[src/rtl/sensor_input_conditioner_pkg.sv]
// Shared constants for the sensor front end: line indices and the debounce defaults.
// Purely declarative; nothing here holds state or applies backpressure.
package sensor_input_conditioner_pkg;

  localparam int LOW_WATER  = 0;
  localparam int MID_WATER  = 1;
  localparam int HIGH_WATER = 2;
  localparam int EARTH_HUM  = 3;
  localparam int AIR_HUM    = 4;
  localparam int LOW_TEMP   = 5;
  localparam int SELECTOR   = 6;
  localparam int PULSE      = 7;

  localparam int NUM_LINES             = 8;
  localparam int DEFAULT_STABLE_CYCLES = 16;

  // Counter must be able to hold STABLE_CYCLES-1; one spare value keeps STABLE_CYCLES=1 legal.
  function automatic int cnt_width(input int stable_cycles);
    return $clog2(stable_cycles + 1);
  endfunction

endpackage

[src/rtl/debounce_bit.sv]
// One sensor line: 2-flop synchroniser, tick-qualified stability counter, level and rise/fall strobes.
// Latency STABLE_CYCLES+1 edges from capture to level; no backpressure, strobes last one cycle.
module debounce_bit
  import sensor_input_conditioner_pkg::*;
#(
  parameter int   STABLE_CYCLES = DEFAULT_STABLE_CYCLES,
  parameter logic RESET_VALUE   = 1'b0
) (
  input  logic clock,
  input  logic reset,
  input  logic raw,
  input  logic sample_tick,
  output logic level,
  output logic rise,
  output logic fall,
  output logic busy
);

  localparam int             CW   = cnt_width(STABLE_CYCLES);
  localparam logic [CW-1:0]  LAST = CW'(STABLE_CYCLES - 1);

  logic          sync_1;
  logic          sync_q;
  logic [CW-1:0] cnt;

  always_ff @(posedge clock) begin
    if (reset) begin
      sync_1 <= RESET_VALUE;
      sync_q <= RESET_VALUE;
      level  <= RESET_VALUE;
      cnt    <= '0;
      rise   <= 1'b0;
      fall   <= 1'b0;
    end else begin
      sync_1 <= raw;
      sync_q <= sync_1;
      rise   <= 1'b0;
      fall   <= 1'b0;
      // A return to the accepted level wipes all progress, whatever the tick says.
      if (sync_q == level) begin
        cnt <= '0;
      end else if (sample_tick) begin
        if (cnt == LAST) begin
          level <= sync_q;
          cnt   <= '0;
          rise  <= sync_q;
          fall  <= ~sync_q;
        end else begin
          cnt <= cnt + CW'(1);
        end
      end
    end
  end

  assign busy = (sync_q != level);

endmodule

[src/rtl/sensor_input_conditioner.sv]
// Debounced front end for the field sensor lines: WIDTH independent debounce_bit slices.
// Latency STABLE_CYCLES+1 edges per line; no backpressure, rise/fall/changed are one-cycle strobes.
module sensor_input_conditioner
  import sensor_input_conditioner_pkg::*;
#(
  parameter int               WIDTH         = NUM_LINES,
  parameter int               STABLE_CYCLES = DEFAULT_STABLE_CYCLES,
  parameter logic [WIDTH-1:0] RESET_VALUE   = '0
) (
  input  logic             clock,
  input  logic             reset,
  input  logic [WIDTH-1:0] raw_in,
  input  logic             sample_tick,
  output logic [WIDTH-1:0] level,
  output logic [WIDTH-1:0] rise,
  output logic [WIDTH-1:0] fall,
  output logic             changed,
  output logic             busy
);

  logic [WIDTH-1:0] bit_busy;

  for (genvar i = 0; i < WIDTH; i++) begin : g_line
    debounce_bit #(
      .STABLE_CYCLES (STABLE_CYCLES),
      .RESET_VALUE   (RESET_VALUE[i])
    ) u_debounce (
      .clock       (clock),
      .reset       (reset),
      .raw         (raw_in[i]),
      .sample_tick (sample_tick),
      .level       (level[i]),
      .rise        (rise[i]),
      .fall        (fall[i]),
      .busy        (bit_busy[i])
    );
  end

  // Both terms come straight from flops, so changed is aligned with the strobes.
  assign changed = |(rise | fall);
  assign busy    = |bit_busy;

endmodule

[config.mk]
export PLATFORM = sky130hd
export DESIGN_NAME = sensor_input_conditioner
export DESIGN_NICKNAME = d
export VERILOG_FILES = /design/src/rtl/sensor_input_conditioner_pkg.sv /design/src/rtl/debounce_bit.sv /design/src/rtl/sensor_input_conditioner.sv
export SDC_FILE = /design/constraint.sdc
export NUM_CORES = 1
export LEC_CHECK = 0
export CAP_MARGIN = 0
export CORE_UTILIZATION = 55
export DETAILED_ROUTE_END_ITERATION = 6
export PLACE_DENSITY = 0.79
export SLEW_MARGIN = 10
export SYNTH_ARGS = -nofsm -noshare
export SYNTH_HDL_FRONTEND = slang
export SYNTH_SLANG_ARGS = --single-unit
[constraint.sdc]
create_clock -name clock -period 1.5 [get_ports clock]
set_input_delay 0.225 -clock clock [delete_from_list [all_inputs] [get_ports clock]]
set_output_delay 0.225 -clock clock [all_outputs]
set_load 0.005 [all_outputs]
==> metrics.yaml, run 1 <==
status:
  status: "finished, violations left"
  violations: "negative setup slack"
sta:
  holdWs_ns: 0.428
  drv_slew: 0
  rsz0062_at_grt: "yes"
  setup_slack_ns: -0.257
  fin_worst_skew_ns: 0.00881
  slew_headroom_pct: 77.5
  setup-violations-final: 2
  min_period_ns: 1.76
  tightestPinTransition_ns: 0.335
  hold_viol_final: 0
  fin_crit_sh_pct: 117
  max_clock_freq_mhz: 569
final_layout:
  fillers: 421
  seqCellArea_mm2: 0.00162
  multi_input_area_mm2: 0.00146
  drive_above_1_share_pct: 19.9
  finalNetCount: 417
  syn2layout_area_growth_pct: 23.8
  antenna_cells: 0
hold_path:
  hold_end: "g_line[6].u_debounce.sync_1"
  min_path_cells: 2
  min-delay-start: "raw_in[6]"
  hold_path_class: "in -> reg"
clocking:
  cts_buffers: 9
  clk_pin_slew_ns: 0.07
  cts.sinks: 80
  cts_tree: "built"
  htree_num_levels: 3
  worstSkewPairLatency_ns: 0.35
  cts-root-buf: "clkbuf_8"
  cts_buffer_depth: 2
global_route:
  track_usage_pct: 22.7
  top_usage_layer: "met2"
  grt_max_degree: 21
  use_met2_pct: 39.1
  grt_util_met3_pct: 6.44
  grt_pass1_vias: 2420
  grtUsageMet1_pct: 26.6
  grt_pass1_wl_um: 10800
  antenna_found_initial: 0
  grt-ovfl-total: 0
detailed_routing:
  viasPerCell: 5.36
  drc: 0
  drt_iter0_drc: 130
  detail-route-antenna-nets: 0
  routed_wl_um: 6490
  dr.pass1.iters: 4
  wl_per_cell_um: 13.7
  vias: 2545
placement:
  place_ws_ns: -0.176
  gp_congestion: 0.777
  port_buffers: 36
  place_hpwl_um: 4410
yosys:
  ys_types: 37
  ys_ff_latch: 80
  synth_warnings: 0
  syn_area_mm2: 0.00328
  synth_fp_nets: 364
  async_flop_share_pct: 0
  syn-instance-count: 345
  postSynthAreaPerCell_um2: 9.52
  synth_flop_cell: "dfxtp_1"
  synthMostInstantiatedCell: "dfxtp_1"
  synth-seq-area-share_pct: 48.8
  synthTopCellsByCount: "dfxtp_1, buf_4, nand2_1"
  synthTopCellsByArea: "dfxtp_1, buf_4, xor2_1, a21oi_1, ha_1"
  synth_edf_count: 0
  synth_largest_area_cell: "dfxtp_1"
  synth_top_area_share_pct: 48.8
floorplan:
  std_cell_rows: 27
  core_mm2: 0.00564
  initial_utilization_pct: 58.2
  die_w_um: 79.3
  io_pins: 37
  die_h_um: 79.3
  dieArea_mm2: 0.00628
worst_setup_path:
  cp.required_ns: 1.27
  rr_worst_depth: 4
  worstSetupPathType: "reg -> out"
  startpoint_type: "register"
  crit_fanout: 2
  cp.arrival_ns: 1.53
  rrSetupSlack_ns: 0.10
  r2r-start: "g_line[4].u_debounce.cnt[0]"
  rr_endpoint: "g_line[4].u_debounce.level"
  end_kind: "primary output"
power:
  power_density_mw_per_mm2: 1000
  vdd_drop_max_v: 0.000649
  leakagePower_nw: 1.60
flow_run:
  cap_violations: 0
==> flip-flops by register name, summed over array words and instances (netlist names) <==
signal,flops
g_line.u_debounce.fall,8
g_line.u_debounce.level,8
g_line.u_debounce.sync_1,8
g_line.u_debounce.cnt,40
g_line.u_debounce.rise,8
g_line.u_debounce.sync_q,8
==> power breakdown <==
| part | switching (mW) | leakage, nW | internal (mW) |
|---|---|---|---|
| Sequential | 0.0126 | 0.654 | 2.15 |
| Clock | 0.747 | 0.112 | 0.973 |
| Combinational | 0.0888 | 0.832 | 0.107 |
| Total | 0.849 | 1.60 | 3.23 |
==> cell usage in the layout, fill, tap and decap left out, types with 6 or more instances in the layout <==
cell	count
a21oi_1	20
buf_4	38
clkbuf_8	10
clkdlybuf4s50_1	25
dfxtp_1	69
dfxtp_2	11
dlygate4sd2_1	8
ha_1	8
nand2_1	25
nand2b_1	14
nand3_1	8
nand3b_1	6
nand4_1	15
nand4b_1	7
nor2_1	24
nor2b_1	16
nor3_1	11
nor4_1	9
o21ai_0	6
xor2_1	21
==> kinds of logic (layout without fill, tap and decap cells) <==
kind of cell / after synthesis / after routing / share of synthesized area (%)
and+or+nand+nor: 162 / 162 / 28.2
DFF: 80 / 80 / 48.8
buffers and inverters: 38 / 96 / 7.92
AOI/OAI and AO/OA: 32 / 32 / 5.41
xor gates and xnor gates: 24 / 24 / 6.40
adders and majority gates: 8 / 8 / 3.05
muxes: 1 / 1 / 0.305
==> worst max path at each step <==
stage                                startpoint                         end  depth (start not counted)
global placement     g_line[7].u_debounce.level                        busy                          5
finish               g_line[7].u_debounce.level                        busy                          5
detailed placement   g_line[3].u_debounce.level                        busy                          5
floorplan           g_line[3].u_debounce.cnt[0]  g_line[3].u_debounce.level                          4
CTS                 g_line[6].u_debounce.sync_q                        busy                          5
global route         g_line[7].u_debounce.level                        busy                          5
==> metal layers <==
layer / routed length, um / up-vias
met1: 2930 / 1208
met4: 59 / 0
met3: 205 / 6
met2: 3290 / 50
met5: 0 / -
li1: - / 1281
==> cell type report <==
class	count	area share [%]
sequential	80	39.7
multi-input combinational	227	35.8
timing repair buffer	76	16.4
clock buffer	10	3.38
tap	72	2.22
clock inverter	6	2.03
inverter	4	0.369
==> through the flow <==
stage	power, mW	cell area (um2)	setup TNS, ns	std cells	utilization (%)
4_1_cts	4.10	4050	-0.361	475	71.8
5_1_grt	4.24	4070	-0.447	475	72.1
3_5_place_dp	2.40	3810	-1.90	458	67.5
2_1_floorplan	2.30	3280	0	345	-
6_report	4.07	4070	-0.312	475	72.1
3_3_place_gp	2.39	3810	-1.39	458	67.5
==> critical path, cell delays in order (launching register included) <==
cell	delay, ns
dfxtp_2	0.33
xor2_1	0.18
nor4_2	0.32
buf_4	0.17
nand2_2	0.05
buf_2	0.13
==> repair_timing <==
item / 4_1_cts / 5_1_grt
setup buffers: 1 / 0
hold buffers: 0 / 0
pin swaps: 3 / 1
gates resized for setup: 30 / 4
setup endpoints to repair: 10 / 6
Power figures use the tool's default switching activity.
==> inputs of run 2 (changes only) <==
--- a/config.mk
+++ b/config.mk
@@ -5,10 +5,11 @@
 export SDC_FILE = /design/constraint.sdc
 export NUM_CORES = 1
 export LEC_CHECK = 0
-export CAP_MARGIN = 0
-export CORE_UTILIZATION = 55
+export CAP_MARGIN = 20
+export CORE_UTILIZATION = 25
 export DETAILED_ROUTE_END_ITERATION = 6
-export PLACE_DENSITY = 0.79
+export PLACE_DENSITY = 0.43
+export SETUP_SLACK_MARGIN = 0.05
 export SLEW_MARGIN = 10
 export SYNTH_ARGS = -nofsm -noshare
 export SYNTH_HDL_FRONTEND = slang
==> run 2 against run 1 <==
Net effect:
- the run still ends with negative setup slack left
- via count decreased by 2.3%
- global-route usage decreased by 11 points
- critical path type unchanged
- sequential share of layout area decreased by 2.3 points
- first-iteration DRC count decreased by 45%
- final area increased by 6.9%
==> metrics.yaml, run 2 (synthesized netlist as in run 1, its figures left out) <==
worst_setup_path:
  rr_endpoint: "g_line[6].u_debounce.level"
  cp.arrival_ns: 1.45
  end_kind: "primary output"
  rr_worst_depth: 4
  worstSetupPathType: "reg -> out"
  startpoint_type: "register"
  rrSetupSlack_ns: 0.14
  cp.required_ns: 1.27
  r2r-start: "g_line[6].u_debounce.cnt[0]"
  crit_fanout: 2
detailed_routing:
  drc: 0
  vias: 2487
  dr.pass1.iters: 4
  wl_per_cell_um: 12.4
  detail-route-antenna-nets: 0
  viasPerCell: 4.30
  drt_iter0_drc: 72
  routed_wl_um: 7170
sta:
  max_clock_freq_mhz: 597
  rsz0062_at_grt: "yes"
  min_period_ns: 1.68
  slew_headroom_pct: 76.3
  setup-violations-final: 2
  fin_worst_skew_ns: 0.00598
  fin_crit_sh_pct: 112
  finalSetupTns_ns: -0.241
  hold_viol_final: 0
  drv_slew: 0
  tightestPinTransition_ns: 0.350
  setup_slack_ns: -0.175
  holdWs_ns: 0.435
placement:
  port_buffers: 36
  place_hpwl_um: 5170
  dpl_cell_area_mm2: 0.00398
  gp_congestion: 0.738
clocking:
  cts_buffer_depth: 2
  cts_tree: "built"
  cts.sinks: 80
  hold_buffers: 0
  cts_buffers: 9
  clk_pin_slew_ns: 0.06
  cts-root-buf: "clkbuf_16"
  htree_num_levels: 3
  worstSkewPairLatency_ns: 0.33
hold_path:
  min_path_cells: 1
  hold_end: "g_line[3].u_debounce.sync_q"
  hold_path_class: "reg -> reg"
  min-delay-start: "g_line[3].u_debounce.sync_1"
final_layout:
  top_register: "g_line.u_debounce.cnt"
  final_cell_area_mm2: 0.00435
  finalNetCount: 421
  seqCellArea_mm2: 0.00163
  syn2layout_area_growth_pct: 32.3
  largest_register_ffs: 40
  antenna_cells: 0
  layout_common_cells: "dfxtp_1, buf_4, nand2_1"
  drive_above_1_share_pct: 22.2
  final_common_cell: "dfxtp_1"
  fillers: 1352
  multi_input_area_mm2: 0.00147
floorplan:
  core_mm2: 0.0127
  initial_utilization_pct: 25.8
  io_pins: 37
  std_cell_rows: 41
  die_h_um: 117
  dieArea_mm2: 0.0136
  die_w_um: 117
status:
  violations: "negative setup slack"
  status: "finished, violations left"
power:
  leakagePower_nw: 1.78
  power_density_mw_per_mm2: 1060
  vdd_drop_max_v: 0.000452
global_route:
  grt_pass1_wl_um: 11600
  grt_max_degree: 22
  grt_pass1_vias: 2330
  track_usage_pct: 11.6
  grt-ovfl-total: 0
  antenna_found_initial: 0
flow_run:
  cap_violations: 0
## run 2: cell types whose count changed in the layout (fill, tap and decap cells not counted), moves of 5 or more
cell             previous run  this run
clkbuf_16                   0         9
clkdlybuf4s50_1            25        16
clkbuf_8                   10         3
dfxtp_1                    69        63
dlygate4sd2_1               8        13
## run 2: stage by stage
stage / total power [mW] / setup WS, ns / cells / utilization [%]
5_1_grt: 4.77 / -0.234 / 578 / 34.2
2_1_floorplan: 2.30 / 0.247 / 345 / -
4_1_cts: 4.65 / -0.203 / 577 / 33.8
3_5_place_dp: 2.40 / -0.191 / 562 / 31.2
3_3_place_gp: 2.40 / -0.196 / 562 / 31.2
6_report: 4.59 / -0.175 / 578 / 34.2
## run 2: repair_timing
action / CTS / global route
cloned: 0 / 0
gates resized for setup: 41 / 12
endpoints found under the hold margin: 0 / 0
buffers inserted: 0 / 1
endpoints found under the setup margin: 19 / 12
pin swaps: 2 / 1
## run 2: worst max path at each step
stage,depth (start not counted),start,slack [ns],to
after floorplan,4,g_line[3].u_debounce.cnt[0],0.25,g_line[3].u_debounce.level
after global placement,6,sample_tick,-0.20,g_line[0].u_debounce.fall
after detailed placement,6,sample_tick,-0.19,g_line[0].u_debounce.fall
after CTS,5,g_line[1].u_debounce.level,-0.20,busy
after global routing,5,g_line[1].u_debounce.level,-0.23,busy
final,5,g_line[1].u_debounce.level,-0.18,busy
## run 2: worst max-delay path, stage by stage, from the launching register on
cell	delay (ns)
dfxtp_2	0.32
xor2_1	0.16
nor4_1	0.30
buf_4	0.17
nand2_2	0.04
buf_2	0.13
## run 2: cell type report
cell class	instances	area share (%)
sequential	80	37.5
tap	172	4.95
multi-input combinational	227	33.7
inverter	4	0.346
timing repair buffer	80	16.4
clock inverter	3	0.921
clock buffer	12	6.13
## run 2: metal layers
layer | part of all wire, % | wire (um) | GRT usage (%) | up-vias
li1 | - | - | - | 1294
met1 | 49 | 3540 | 14.7 | 1144
met4 | 2.0 | 143 | 5.91 | 0
met3 | 3.3 | 238 | 2.85 | 10
met2 | 45 | 3240 | 18.2 | 39
met5 | 0 | 0 | 0 | -
## run 2: where the power goes
| part | switching (mW) | total, mW | internal (mW) | leakage, nW |
|---|---|---|---|---|
| Sequential | 0.0124 | 2.16 | 2.14 | 0.657 |
| Combinational | 0.0882 | 0.192 | 0.104 | 0.965 |
| Clock | 0.829 | 2.24 | 1.41 | 0.154 |
| Total | 0.930 | 4.59 | 3.66 | 1.78 |
